File: src/rtl/iomem_bus_ctrl.sv
`default_nettype none
// ============================================================================
// Module   : iomem_bus_ctrl
// Brief    : Single-master to four-slot memory-mapped bus bridge. Decodes
//            addr[31:24] into a one-hot slot select, waits for the selected
//            slot to complete (with a cycle timeout), and returns a
//            one-cycle registered completion pulse. Decode misses and
//            timeouts are reported via err_pulse/err_addr/err_count.
// Revision : 1.0 - initial release
// ============================================================================
module iomem_bus_ctrl #(
    parameter logic [7:0] BASE_ID        = 8'h03,
    parameter int         TIMEOUT_CYCLES = 255
) (
    input  logic         CLK,
    input  logic         resetn,
    input  logic         m_valid,
    input  logic [31:0]  m_addr,
    input  logic [31:0]  m_wdata,
    input  logic [3:0]   m_wstrb,
    output logic         m_ready,
    output logic [31:0]  m_rdata,
    output logic [3:0]   s_valid,
    output logic [31:0]  s_addr,
    output logic [31:0]  s_wdata,
    output logic [3:0]   s_wstrb,
    input  logic [3:0]   s_ready,
    input  logic [127:0] s_rdata,
    output logic         err_pulse,
    output logic [31:0]  err_addr,
    output logic [7:0]   err_count
);

    typedef enum logic [1:0] {
        S_IDLE   = 2'd0,
        S_ACTIVE = 2'd1,
        S_RESP   = 2'd2
    } state_t;

    // Last counter value at which the slot may still answer before the
    // transfer is forced to an error response.
    localparam logic [7:0] c_to_last = 8'(TIMEOUT_CYCLES - 1);

    state_t      r_state;
    state_t      w_state_nxt;
    logic [1:0]  r_slot;
    logic [7:0]  r_cnt;
    logic        r_err_pend;

    logic [7:0]  w_slot_raw;
    logic        w_hit;
    logic        w_accept;
    logic        w_ready_hit;
    logic        w_timeout;

    // Address decode and transfer-event qualification.
    always_comb begin
        w_slot_raw  = m_addr[31:24] - BASE_ID;
        // The >= test rejects values that only land in range because
        // BASE_ID+3 wrapped past 8'hFF.
        w_hit       = (w_slot_raw < 8'd4) && (m_addr[31:24] >= BASE_ID);
        // A request is never taken while the previous completion pulse is out.
        w_accept    = (r_state == S_IDLE) && m_valid && !m_ready;
        w_ready_hit = (r_state == S_ACTIVE) && s_ready[r_slot];
        // Ready wins a tie with the timeout.
        w_timeout   = (r_state == S_ACTIVE) && !s_ready[r_slot] && (r_cnt == c_to_last);
    end

    // Next-state logic.
    always_comb begin
        w_state_nxt = r_state;
        case (r_state)
            S_IDLE: begin
                if (w_accept) begin
                    w_state_nxt = w_hit ? S_ACTIVE : S_RESP;
                end
            end
            S_ACTIVE: begin
                if (w_ready_hit || w_timeout) begin
                    w_state_nxt = S_RESP;
                end
            end
            S_RESP:  w_state_nxt = S_IDLE;
            default: w_state_nxt = S_IDLE;
        endcase
    end

    // State register.
    always_ff @(posedge CLK) begin
        if (!resetn) begin
            r_state <= S_IDLE;
        end else begin
            r_state <= w_state_nxt;
        end
    end

    // Datapath: request latch, slot select, response capture and error tracking.
    always_ff @(posedge CLK) begin
        if (!resetn) begin
            m_ready    <= 1'b0;
            m_rdata    <= 32'h0;
            s_valid    <= 4'b0000;
            s_addr     <= 32'h0;
            s_wdata    <= 32'h0;
            s_wstrb    <= 4'h0;
            err_pulse  <= 1'b0;
            err_addr   <= 32'h0;
            err_count  <= 8'h00;
            r_slot     <= 2'd0;
            r_cnt      <= 8'h00;
            r_err_pend <= 1'b0;
        end else begin
            // The completion pulse (and any error pulse) is issued on the
            // edge that leaves RESP, so both are coincident and last one cycle.
            m_ready   <= (r_state == S_RESP);
            err_pulse <= (r_state == S_RESP) && r_err_pend;
            if ((r_state == S_RESP) && r_err_pend && (err_count != 8'hFF)) begin
                err_count <= err_count + 8'd1;
            end

            if (w_accept) begin
                s_addr  <= m_addr;
                s_wdata <= m_wdata;
                s_wstrb <= m_wstrb;
                r_cnt   <= 8'h00;
                if (w_hit) begin
                    s_valid    <= 4'b0001 << w_slot_raw[1:0];
                    r_slot     <= w_slot_raw[1:0];
                    r_err_pend <= 1'b0;
                end else begin
                    m_rdata    <= 32'h0;
                    err_addr   <= m_addr;
                    r_err_pend <= 1'b1;
                end
            end

            if (w_ready_hit) begin
                m_rdata    <= s_rdata[{r_slot, 5'd0} +: 32];
                s_valid    <= 4'b0000;
                r_err_pend <= 1'b0;
            end else if (w_timeout) begin
                m_rdata    <= 32'hFFFF_FFFF;
                s_valid    <= 4'b0000;
                err_addr   <= s_addr;
                r_err_pend <= 1'b1;
            end else if (r_state == S_ACTIVE) begin
                r_cnt <= r_cnt + 8'd1;
            end
        end
    end

endmodule
`default_nettype wire

File: config.mk
export PLATFORM = sky130hd
export DESIGN_NAME = iomem_bus_ctrl
export DESIGN_NICKNAME = d
export VERILOG_FILES = /design/src/rtl/iomem_bus_ctrl.sv
export SDC_FILE = /design/constraint.sdc
export NUM_CORES = 1
export LEC_CHECK = 0
export CORE_ASPECT_RATIO = 0.5
export CORE_MARGIN = 2
export CORE_UTILIZATION = 35
export DETAILED_ROUTE_END_ITERATION = 8
export PLACE_DENSITY = 0.71
export SYNTH_ARGS = -nofsm -noshare
export SYNTH_HDL_FRONTEND = slang
export SYNTH_SLANG_ARGS = --single-unit
export TNS_END_PERCENT = 100
File: constraint.sdc
create_clock -name CLK -period 2.6 [get_ports CLK]
set_input_delay 0.52 -clock CLK [delete_from_list [all_inputs] [get_ports CLK]]
set_output_delay 0.52 -clock CLK [all_outputs]
set_load 0.1 [all_outputs]
==> results.yml <==
worst_hold_path:
  hold_path.class: "reg -> reg"
detailed_routing:
  vias: 7103
  ant_nets: 0
  via_per_inst: 5.04
  wl_um: 23200
  drc: 0
  drt_iter0_drc: 528
  post_drt_wl_per_cell_um: 16.4
  drt_pass1_iterations: 5
die:
  start_util_pct: 35.8
  die_w_um: 204
  core_area_um2: 19500
  die_h_um: 104
  die_area_um2: 21200
  boundaryPins: 349
  fp-row-count: 36
cells_and_area:
  fin_nets: 1340
  diodes: 0
  drive_above_1_share_pct: 21.5
  syn_to_final_growth_pct: 59.1
critical_path:
  start_kind: "primary input"
  critical_path_arrival_ns: 2.52
  endpoint_kind: "register"
  worstSetupPathType: "in -> reg"
  critPathMaxFanout: 56
  crit_required_ns: 2.93
clock_tree:
  cts.path.max_buffers: 2
  cts_tree: "built"
  cts_made_buffers: 17
  insertion_delay_ns: 0.41
  cts_max_level: 4
  cts.clk_slew.worst_paths_ns: 0.06
  cts_resized: 0
  clockRootBuffer: "clkbuf_16"
  hold_buffers: 0
  post_cts_buffers: 0
  cts.sinks: 159
logic_synthesis:
  post_synth_most_frequent_cells: "nand2_1, dfxtp_1, a21oi_1, a31oi_1, clkbuf_1"
  synth_seq_cells: 159
  yosysWarnings: 0
  syn_avg_cell_area_um2: 8.70
  ys_seq_area_share_pct: 45.4
  synth.area.top_cells: "dfxtp_1, nand2_1, mux4_2"
  async_flop_share_pct: 0
  synth_cells: 805
  synth_top_area_share_pct: 45.4
  synth_edf_count: 0
  synth_area_leader_cell: "dfxtp_1"
  synth_nets: 1016
  ys_types: 45
  ys.flop_type: "dfxtp_1"
  yosysMostFrequentCell: "nand2_1"
  syn_area_um2: 7010
global_routing:
  grt_max_degree: 57
  overflow: 0
  grtUsageTotal_pct: 21.5
  grt_pass1_wl_um: 36900
  antenna_found_initial: 0
  grt_pass1_vias: 7042
timing:
  hold_viol_final: 0
  max_freq_mhz: 458
  slew_violations: 0
  rsz0062_at_grt: "false"
  finalSetupTns_ns: 0
  fin_skew_ns: 0.00778
  final.min_clock_period_ns: 2.18
  setup_viol: 0
  period_share_pct: 84.0
  worstMarginPinSlew_ns: 0.642
  relSlewSlack_pct: 57.2
power:
  leakagePower_nw: 4.42
  power.density_nw_per_um2: 631
  vdd_drop_max_mv: 0.338
  power.total_mw: 7.03
placement:
  dp_hpwl_um: 16600
  gp_congestion: 0.818
  io_buffers: 348
status:
  status: "complete, no violations"
run:
  cap_violations: 0
[power breakdown]
group          total, mW  leakage [nW]  switching (mW)  internal [mW]
registers           2.62          1.30          0.0694           2.55
clock network       2.73         0.310            1.07           1.66
logic               1.69          2.81            1.13          0.557
[layout make-up]
type | instances | area (um2)
clock buffer | 18 | 439
clock inverter | 14 | 204
fill | 1778 | 8410
inverter | 4 | 16.3
multi-input combinational | 574 | 3550
sequential | 159 | 3180
tap | 266 | 333
timing repair buffer | 373 | 3420
[per-layer routing]
metal	wire (um)	global-route usage (%)
met3	993	3.32
met4	808	9.73
met5	0	0
met2	11700	38.2
met1	9660	25.5
[layout by cell type (no fill, tap or decap), drive strengths merged, types with 3 or more instances in the layout]
cell           count
xnor2              6
and3               3
mux4              33
clkinv             4
nor2b             32
clkdlybuf4s50    202
inv                8
and2b              3
o21ai             36
mux2i              8
a31oi             64
dfxtp            159
a21oi            108
nand3             10
and2               4
nor2              15
ha                 8
clkbuf            18
buf              171
nand2            210
xor2               3
bufinv             4
[stage by stage]
step                      std cells  setup WS (ns)  hold slack (ns)  utilization, %  cell area, um2
after floorplan                 805          0.233            0.430               -            7010
after global placement         1376         0.0841            0.443            53.7           10500
after detailed placement       1376         0.0168            0.450            53.7           10500
after CTS                      1408          0.443            0.459            57.0           11100
after global routing           1408          0.349            0.477            57.0           11100
final                          1408          0.415            0.458            57.0           11100
[final timing paths]
kind | start | slack (ns) | endpoint | cells past startpoint
max | s_ready[3] | 0.42 | m_rdata[14] | 8
min | s_wstrb[1] | 0.46 | s_wstrb[1] | 2
max reg2reg | r_slot[0] | 0.54 | m_rdata[14] | 7
min reg2reg | s_wstrb[1] | 0.46 | s_wstrb[1] | 2
[flip-flops by register name (all words and copies together) (netlist names)]
register and flops:
err_addr 32, err_count 8, err_pulse 1, m_rdata 32, m_ready 1, r_cnt 8, r_err_pend 1, r_slot 2
r_state 2, s_addr 32, s_valid 4, s_wdata 32, s_wstrb 4
[kinds of logic after synthesis]
family                   count (synthesis)  share of synthesized area [%]
AO/OA/AOI/OAI                          222                           17.6
XOR/XNOR                                 9                           1.13
adder cells (fa/ha/maj)                  8                           1.43
buffers and inverters                   72                           4.25
flip-flops                             159                           45.4
multiplexers                            41                           11.8
AND/OR/NAND/NOR                        294                           18.4
[worst max-delay path, cell delays in order]
cell	delay (ns)
clkdlybuf4s50_1	0.39
mux4_2	0.52
nor3b_2	0.23
buf_4	0.16
nand3_4	0.09
buf_12	0.21
buf_4	0.20
a21oi_1	0.16
(Power assumes the default switching activity.)
